--- src/rtl/apuf_response_reader.sv ---
// -----------------------------------------------------------------------------
// apuf_response_reader
//
// This module sits at the far end of an arbiter-PUF delay line. It drives the
// line and collects one response bit per challenge:
//   - latches a challenge and holds it on the stage selects for the whole run
//   - holds the arbiter cleared for a setup window
//   - fires the launch edge NUM_EVAL times; each race is a settle window with
//     launch high followed by a relax window with the arbiter cleared
//   - samples the synchronised arbiter output on the last cycle of each settle
//     window and counts the ones
//   - majority-votes the count into one response bit and offers it on a
//     valid/ready handshake
//
// Ports:
//   clk            system clock
//   rst_n          asynchronous active-low reset
//   start          evaluate challenge_in (accepted only while idle)
//   challenge_in   challenge captured on an accepted start
//   busy           high in every state except idle
//   challenge_out  registered stage selects to the delay line
//   launch         race launch edge into the delay line
//   arb_clr        holds the arbiter latch cleared
//   arb_out        asynchronous arbiter latch output
//   response       majority-voted response bit
//   ones_count     number of races that sampled 1 (reliability metric)
//   response_valid response and ones_count are valid
//   response_ready consumer accepts the result
// -----------------------------------------------------------------------------
module apuf_response_reader #(
  parameter int LINE_LENGTH   = 64,
  parameter int NUM_EVAL      = 15,
  parameter int SETUP_CYCLES  = 4,
  parameter int SETTLE_CYCLES = 8,
  parameter int RELAX_CYCLES  = 8,
  parameter int CNT_W         = 5
) (
  input  logic                   clk,
  input  logic                   rst_n,
  input  logic                   start,
  input  logic [LINE_LENGTH-1:0] challenge_in,
  output logic                   busy,
  output logic [LINE_LENGTH-1:0] challenge_out,
  output logic                   launch,
  output logic                   arb_clr,
  input  logic                   arb_out,
  output logic                   response,
  output logic [CNT_W-1:0]       ones_count,
  output logic                   response_valid,
  input  logic                   response_ready
);

  // One cycle counter is shared by the three timed phases; size it for the
  // longest of them.
  localparam int MAX_CYC_A = (SETUP_CYCLES > SETTLE_CYCLES) ? SETUP_CYCLES : SETTLE_CYCLES;
  localparam int MAX_CYC   = (MAX_CYC_A > RELAX_CYCLES) ? MAX_CYC_A : RELAX_CYCLES;
  localparam int CYC_W     = $clog2(MAX_CYC + 1);
  localparam int EVAL_W    = $clog2(NUM_EVAL + 1);

  localparam logic [CYC_W-1:0]  SETUP_LAST  = CYC_W'(SETUP_CYCLES - 1);
  localparam logic [CYC_W-1:0]  SETTLE_LAST = CYC_W'(SETTLE_CYCLES - 1);
  localparam logic [CYC_W-1:0]  RELAX_LAST  = CYC_W'(RELAX_CYCLES - 1);
  localparam logic [EVAL_W-1:0] EVAL_TOTAL  = EVAL_W'(NUM_EVAL);
  localparam logic [CNT_W-1:0]  ONES_MAX    = {CNT_W{1'b1}};
  // Integer division: with an even NUM_EVAL a tie votes 0.
  localparam logic [CNT_W-1:0]  ONES_HALF   = CNT_W'(NUM_EVAL / 2);

  typedef enum logic [2:0] {
    ST_IDLE   = 3'd0,
    ST_SETUP  = 3'd1,
    ST_LAUNCH = 3'd2,
    ST_RELAX  = 3'd3,
    ST_DONE   = 3'd4
  } state_e;

  state_e                 state_q,     state_d;
  logic [CYC_W-1:0]       cyc_q,       cyc_d;
  logic [EVAL_W-1:0]      eval_q,      eval_d;
  logic [CNT_W-1:0]       ones_q,      ones_d;
  logic                   resp_q,      resp_d;
  logic [LINE_LENGTH-1:0] chal_q,      chal_d;
  logic                   launch_q,    launch_d;
  logic                   arb_clr_q,   arb_clr_d;
  logic                   busy_q,      busy_d;
  logic                   valid_q,     valid_d;
  logic                   arb_meta_q,  arb_meta_d;
  logic                   arb_s_q,     arb_s_d;

  // ---------------------------------------------------------------------------
  // State register and all flops. Every output is a flop so the delay line and
  // the consumer see clean, glitch-free levels.
  // ---------------------------------------------------------------------------
  always_ff @(posedge clk or negedge rst_n) begin
    if (!rst_n) begin
      state_q    <= ST_IDLE;
      cyc_q      <= '0;
      eval_q     <= '0;
      ones_q     <= '0;
      resp_q     <= 1'b0;
      chal_q     <= '0;
      launch_q   <= 1'b0;
      arb_clr_q  <= 1'b0;
      busy_q     <= 1'b0;
      valid_q    <= 1'b0;
      arb_meta_q <= 1'b0;
      arb_s_q    <= 1'b0;
    end else begin
      state_q    <= state_d;
      cyc_q      <= cyc_d;
      eval_q     <= eval_d;
      ones_q     <= ones_d;
      resp_q     <= resp_d;
      chal_q     <= chal_d;
      launch_q   <= launch_d;
      arb_clr_q  <= arb_clr_d;
      busy_q     <= busy_d;
      valid_q    <= valid_d;
      arb_meta_q <= arb_meta_d;
      arb_s_q    <= arb_s_d;
    end
  end

  // ---------------------------------------------------------------------------
  // Two-flop synchroniser on the asynchronous arbiter latch. The value used on
  // a sample cycle is therefore the one that was present two edges earlier;
  // the settle window must be long enough to cover this (SETTLE_CYCLES >= 3).
  // ---------------------------------------------------------------------------
  always_comb begin
    arb_meta_d = arb_out;
    arb_s_d    = arb_meta_q;
  end

  // ---------------------------------------------------------------------------
  // Next-state and datapath logic.
  // ---------------------------------------------------------------------------
  always_comb begin
    state_d = state_q;
    cyc_d   = cyc_q + CYC_W'(1);
    eval_d  = eval_q;
    ones_d  = ones_q;
    resp_d  = resp_q;
    chal_d  = chal_q;

    case (state_q)
      ST_IDLE: begin
        cyc_d = '0;
        if (start) begin
          chal_d  = challenge_in;
          ones_d  = '0;
          eval_d  = '0;
          state_d = ST_SETUP;
        end
      end

      ST_SETUP: begin
        if (cyc_q == SETUP_LAST) begin
          cyc_d   = '0;
          state_d = ST_LAUNCH;
        end
      end

      ST_LAUNCH: begin
        if (cyc_q == SETTLE_LAST) begin
          // Last settle cycle: the race has resolved, take the sample.
          if (arb_s_q && (ones_q != ONES_MAX)) begin
            ones_d = ones_q + CNT_W'(1);
          end
          // The race counter advances as the relax window is entered, so the
          // exit test of that window sees the number of races completed.
          eval_d  = eval_q + EVAL_W'(1);
          cyc_d   = '0;
          state_d = ST_RELAX;
        end
      end

      ST_RELAX: begin
        if (cyc_q == RELAX_LAST) begin
          cyc_d = '0;
          if (eval_q == EVAL_TOTAL) begin
            // All samples are already in ones_q; the last one was taken a
            // full relax window ago.
            resp_d  = (ones_q > ONES_HALF);
            state_d = ST_DONE;
          end else begin
            state_d = ST_LAUNCH;
          end
        end
      end

      ST_DONE: begin
        cyc_d = '0;
        if (response_ready) begin
          state_d = ST_IDLE;
        end
      end

      default: begin
        cyc_d   = '0;
        state_d = ST_IDLE;
      end
    endcase
  end

  // ---------------------------------------------------------------------------
  // Output decode from the next state, registered. launch and arb_clr are
  // decoded from disjoint state sets, so they can never be high together.
  // ---------------------------------------------------------------------------
  always_comb begin
    launch_d  = (state_d == ST_LAUNCH);
    arb_clr_d = (state_d == ST_SETUP) || (state_d == ST_RELAX);
    busy_d    = (state_d != ST_IDLE);
    valid_d   = (state_d == ST_DONE);
  end

  assign busy           = busy_q;
  assign challenge_out  = chal_q;
  assign launch         = launch_q;
  assign arb_clr        = arb_clr_q;
  assign response       = resp_q;
  assign ones_count     = ones_q;
  assign response_valid = valid_q;

endmodule

--- config.mk ---
export PLATFORM = sky130hd
export DESIGN_NAME = apuf_response_reader
export DESIGN_NICKNAME = d
export VERILOG_FILES = /design/src/rtl/apuf_response_reader.sv
export SDC_FILE = /design/constraint.sdc
export NUM_CORES = 1
export LEC_CHECK = 0
export BUFFER_PORTS_ARGS = -buffer_cell sky130_fd_sc_hd__buf_2
export CAP_MARGIN = 0
export CELL_PAD_IN_SITES_DETAIL_PLACEMENT = 1
export CELL_PAD_IN_SITES_GLOBAL_PLACEMENT = 1
export CORE_MARGIN = 4
export CORE_UTILIZATION = 33
export CTS_BUF_LIST = sky130_fd_sc_hd__clkbuf_8
export DETAILED_ROUTE_END_ITERATION = 10
export GPL_TIMING_DRIVEN = 0
export PLACE_DENSITY = 0.84
export SETUP_SLACK_MARGIN = 0.15
export SYNTH_ARGS = -nofsm -noshare
export SYNTH_HDL_FRONTEND = slang
export SYNTH_SLANG_ARGS = --single-unit
export TNS_END_PERCENT = 50
--- constraint.sdc ---
create_clock -name clk -period 2.4 [get_ports clk]
set_clock_uncertainty 0.05 [all_clocks]
set_input_delay 0.12 -clock clk [delete_from_list [all_inputs] [get_ports clk]]
set_output_delay 0.12 -clock clk [all_outputs]
set_load 0.02 [all_outputs]
# ---- Yosys cells after proc, flatten, opt, wreduce, memory -nomap -nowiden
# Cells that the tools add are included.
dict set report totals {
  register_bits 87
  in_bits 69
  out_inout_bits 74
  elab_cells 58
}
dict set report op_classes {
  addsub 3
  magnitude_cmp 1
  eq_ne 15
  mux 17
  reduce_logical 10
}
# op count
set ops {}
lappend ops {{$mux 3} 6}
lappend ops {{$mux 4} 4}
lappend ops {{$pmux 4 s2} 2}
lappend ops {{$mux 5} 3}
lappend ops {{$pmux 3 s5} 1}
lappend ops {{$eq 3x2->1 const B} 4}
lappend ops {{$pmux 5 s2} 1}
lappend ops {{$add 4x1->4 const B} 2}
lappend ops {{$eq 3x1->1 const B} 2}
lappend ops {{$eq 3x3->1 const B} 2}
lappend ops {{$ne 2x2->1 const B} 3}
lappend ops {{$reduce_and 3->1} 2}
lappend ops {{$add 5x1->5 const B} 1}
lappend ops {{$gt 5x3->1 const B} 1}
lappend ops {{$ne 5x5->1 const B} 1}
lappend ops {{$eq 4x2->1 const B} 1}
lappend ops {{$eq 4x3->1 const B} 1}
lappend ops {{$eq 4x4->1 const B} 1}
lappend ops {{$reduce_and 4->1} 1}
lappend ops {{$logic_not 3->1} 1}
lappend ops {{$reduce_bool 3->1} 1}
lappend ops {{$reduce_and 2->1} 1}
lappend ops {{$reduce_bool 2->1} 1}
lappend ops {{$reduce_or 2->1} 1}
lappend ops {{2 further kinds} 2}

# ---- Depth between registers and ports, before layout
dict set report logic_depth {
  word_depth 6
  depth_mapped 7
}

# ---- Worst setup path after synthesis
# No wires, ideal clock.
dict set report synth_path {
  path_type {reg2reg}
  startpoint {register ones_q[0], in the netlist ones_count[0]}
  endpoint {register ones_q[3], in the netlist ones_count[3]}
  setup_time_ns 0.073
  arrival_time_ns 2.227
  slack_ns 0.050
  path_stages_with_launch 8
  path_buffers 1
  period_less_slack_ns 2.350
  path_cell_list {dfrtp_1 > ha_1 > and3_1 > ha_1 > or4b_1 > buf_2 > or4_4 > a21oi_2}
}
dict set report synth_between {
  elab_chain_cells 4
  elab_cells_between_ends 8
}
# element line_no
set synth_rtl {}
lappend synth_rtl {{start: declaration} 79} ;# logic [CNT_W-1:0] ones_q, ones_d;
lappend synth_rtl {{start signal: assignment} 111} ;# ones_q <= ones_d;
lappend synth_rtl {{$add 5x1->5 or $ne 5x5->1 (tied branches)} {166, 165}}
lappend synth_rtl {{$mux 5 or $logic_and 1x1->1 (tied branches)} 165} ;# if (arb_s_q && (ones_q != ONES_MAX)) begin
lappend synth_rtl {{$mux 5 or $ne 2x2->1 (tied branches)} --}
lappend synth_rtl {{$pmux 5 s2 or $reduce_and 4->1 (tied branches)} --}
# Several ways; a longest one is shown, not always the timed one. The select of a mux whose other input is x is not followed.
# A chain may end at the register's enable or synchronous reset.

# ---- Worst setup path in the final report
# Same ends and word-level chain as after synthesis.

==> impl_results.md <==
- Avg Vias per Cell: 4.67
- Filler cells: 1,218
- Cell variety after synth: 40
- Hold Path Class: input port to flip-flop
- CTS sink count: 87
- Crit path max fanout: 2
- Rel. slew slack: 0.603
- Total CTS buffers: 9
- Post-Route Utilization: 0.518
- Final hold vios: 0
- Area of the multi-input gates: 0.00126 mm²
- Required time worst endpoint: 2.62 ns
- Flip-flop and latch area: 0.00218 mm²
- Setup total negative slack: 0 ns
- Synthesized area: 0.00350 mm²
- Fraction of layout cells with a size suffix above 1: 0.307
- Post-DRT Antenna Nets: 0
- Initial Util: 0.339
- PD cells: 1110 mW/mm²
- Num rows: 37
- # port buffers: 142
- Syn. warnings: 0
- Die height: 111 µm
- Post-Syn Area per Cell: 9.34 µm²
- Max Clk Rate: 453 MHz
- Design Power: 5.93 mW
- Post-route minimum period: 2.21 ns
- Peak VDD IR: 0.563 mV
- Status: finished clean
- Most frequent cells in the layout: 199 x nand2_1, 146 x buf_2, 85 x dfrtp_1
- Routed wire length: 12,100 µm
- Worst-case clock buffer depth: 2
- RSZ-0062 raised after global routing: true
- Layout net count: 673
- R2R setup slack: 0.19 ns
- Worst-Margin Slew: 0.587 ns
- Routed vias: 3,458
- Cell count after synthesis: 375
- Critical path arrival: 2.43 ns
- Die Area: 0.0123 mm²
- Iteration-0 DRC Markers: 104
- CTS H-tree lvls: 3
- Placed cells: 654
- CP Launch Type: flip-flop
- Die Wd: 111 µm
- Post-route DRC violation count: 0
- Number of top-level pins: 143
- Slew Limit Fails: 0
- Maxcap violations: 0
- Gr usage total: 0.200
- Initial antenna violation count: 0
- GRT overflow: 0
- Number of global-route vias before repair: 3,942
- Core footprint: 0.0103 mm²
- Final setup viols: 0
- TritonCTS clock tree: done
- WS Path Type: flip-flop to flip-flop
- Largest net degree at the start of global routing: 47
- Root Buffer: clkbuf_8
- Commonest non-fill, non-tap cell in the layout: nand2_1
- Wirelength per Cell: 16.3 µm
- Clock latency on the worst-skew pair: 0.34 ns
- Post-detail-place hpwl: 7380 µm
- Number of diodes: 0
- Period utilization: 0.921
- Fin cells: 741
- Worst-path clk slew: 0.09 ns
- First-pass GRT wire length: 20,000 µm
- CP Capture Type: flip-flop
- Lkg Pwr: 2.94 nW
- Area added between synthesis and finish: 52.5%
- Register bit total from synthesis: 87
- Initial DRT Pass Iterations: 4
- Post-synthesis sequential area ratio: 0.621
- Synth Net Count: 448
- Final weighted congestion of routability-driven global placement: 0.778
==> Yosys cell counts <==
master,number,share of area
a2111oi_0,1,0.0025
a211o_1,1,0.0025
a211o_2,1,0.0029
a21o_1,2,0.0043
a21oi_1,1,0.0014
a21oi_2,1,0.0025
a22oi_1,1,0.0021
a2bb2oi_1,1,0.0025
a31o_2,1,0.0025
and3_1,5,0.0089
and4b_1,1,0.0029
buf_1,1,0.0011
buf_2,6,0.0086
buf_6,1,0.0032
clkbuf_1,13,0.014
dfrtp_1,87,0.62
ha_1,4,0.014
inv_1,3,0.0032
mux2_2,1,0.0032
mux2i_1,4,0.011
nand2_1,199,0.21
nand2b_1,2,0.0036
nand3_1,8,0.011
nand3b_1,1,0.0021
nand4_1,1,0.0018
nand4b_1,1,0.0025
nor2_1,8,0.0086
nor2b_1,1,0.0018
nor3_1,2,0.0029
nor4b_1,2,0.0050
o211ai_1,2,0.0043
o21ai_0,2,0.0029
o21bai_1,2,0.0043
o31ai_1,2,0.0043
or4_1,1,0.0021
or4_4,1,0.0032
or4b_1,1,0.0029
or4b_2,1,0.0029
xnor2_1,1,0.0025
xor2_1,1,0.0025
==> final cells by class <==
class,instances,area share
clock inverters,6,0.00726
inverters,3,0.00211
plain buffers,21,0.0197
repair buffers,214,0.269
well taps,136,0.0319
multi-input cells,264,0.236
flip-flops and latches,87,0.408
clock buffers,10,0.0258
==> power breakdown <==
part / total (mW) / leakage (nW) / internal, mW / switching, mW
clock: 0.918 / 0.0871 / 0.399 / 0.519
sequential: 2.46 / 1.08 / 2.08 / 0.380
combinational: 2.55 / 1.77 / 0.906 / 1.65
total: 5.93 / 2.94 / 3.39 / 2.54
==> kinds of logic after synthesis <==
kind of cell / after synthesis / synth area share
adder cells (fa/ha/maj): 4 / 0.0143
flip-flops: 87 / 0.621
XOR/XNOR: 2 / 0.00500
multiplexers: 5 / 0.0146
buffers and inverters: 24 / 0.0300
AND/OR/NAND/NOR: 235 / 0.276
AO/OA/AOI/OAI: 18 / 0.0389
==> routing by layer <==
metal / up-vias / routed length [µm] / GRT usage / share of wire
met5: - / 0 / 0 / 0
met3: 38 / 716 / 0.0628 / 0.059
met1: 1661 / 4410 / 0.211 / 0.36
li1: 1636 / - / - / -
met2: 123 / 6480 / 0.364 / 0.54
met4: 0 / 482 / 0.0908 / 0.040
==> metrics by stage <==
stage	cell area (µm²)	setup slack (ns)	hold slack, ns
6_report	5340	0.190	0.0460
5_1_grt	5340	0.137	0.0271
4_1_cts	5340	0.203	0.0225
3_5_place_dp	4430	0.0376	0.101
3_3_place_gp	4400	0.0140	0.181
2_1_floorplan	3520	0.151	-0.226
==> state kept, by name (all words and copies together), names as in the netlist <==
register / flops
arb_clr: 1
arb_meta_q: 1
arb_s_q: 1
busy: 1
challenge_out: 64
cyc_q: 4
eval_q: 4
launch: 1
ones_count: 5
response: 1
response_valid: 1
state_q: 3
==> final timing paths <==
check	to	start	cells after the start
hold / removal	busy$_DFF_PN0_	response_ready	3
max in group asynchronous	challenge_out[32]$_DFFE_PN0P_	rst_n	3
min in group asynchronous	busy$_DFF_PN0_	rst_n	2
hold reg to reg	arb_s_q$_DFF_PN0_	arb_meta_q$_DFF_PN0_	0
setup reg to reg	ones_count[3]$_DFFE_PN0P_	ones_count[0]$_DFFE_PN0P_	7
setup / recovery	ones_count[3]$_DFFE_PN0P_	ones_count[0]$_DFFE_PN0P_	7
==> critical path, cell delays in order, from the launching register on <==
cell and delay, ns:
dfrtp_2 0.44, ha_4 0.16, and3_4 0.15, ha_4 0.15, or4b_4 0.51, buf_6 0.13, or4_4 0.41, a21oi_2 0.14
==> timing repair <==
item                                   in CTS  in global routing
buffers inserted                            5                  0
resized for setup                           7                  8
endpoints found under the hold margin     106                  0
setup endpoints to repair                  31                 29
pin swaps                                   4                  0
hold buffers                               66                  0
(Power assumes the default switching activity.)
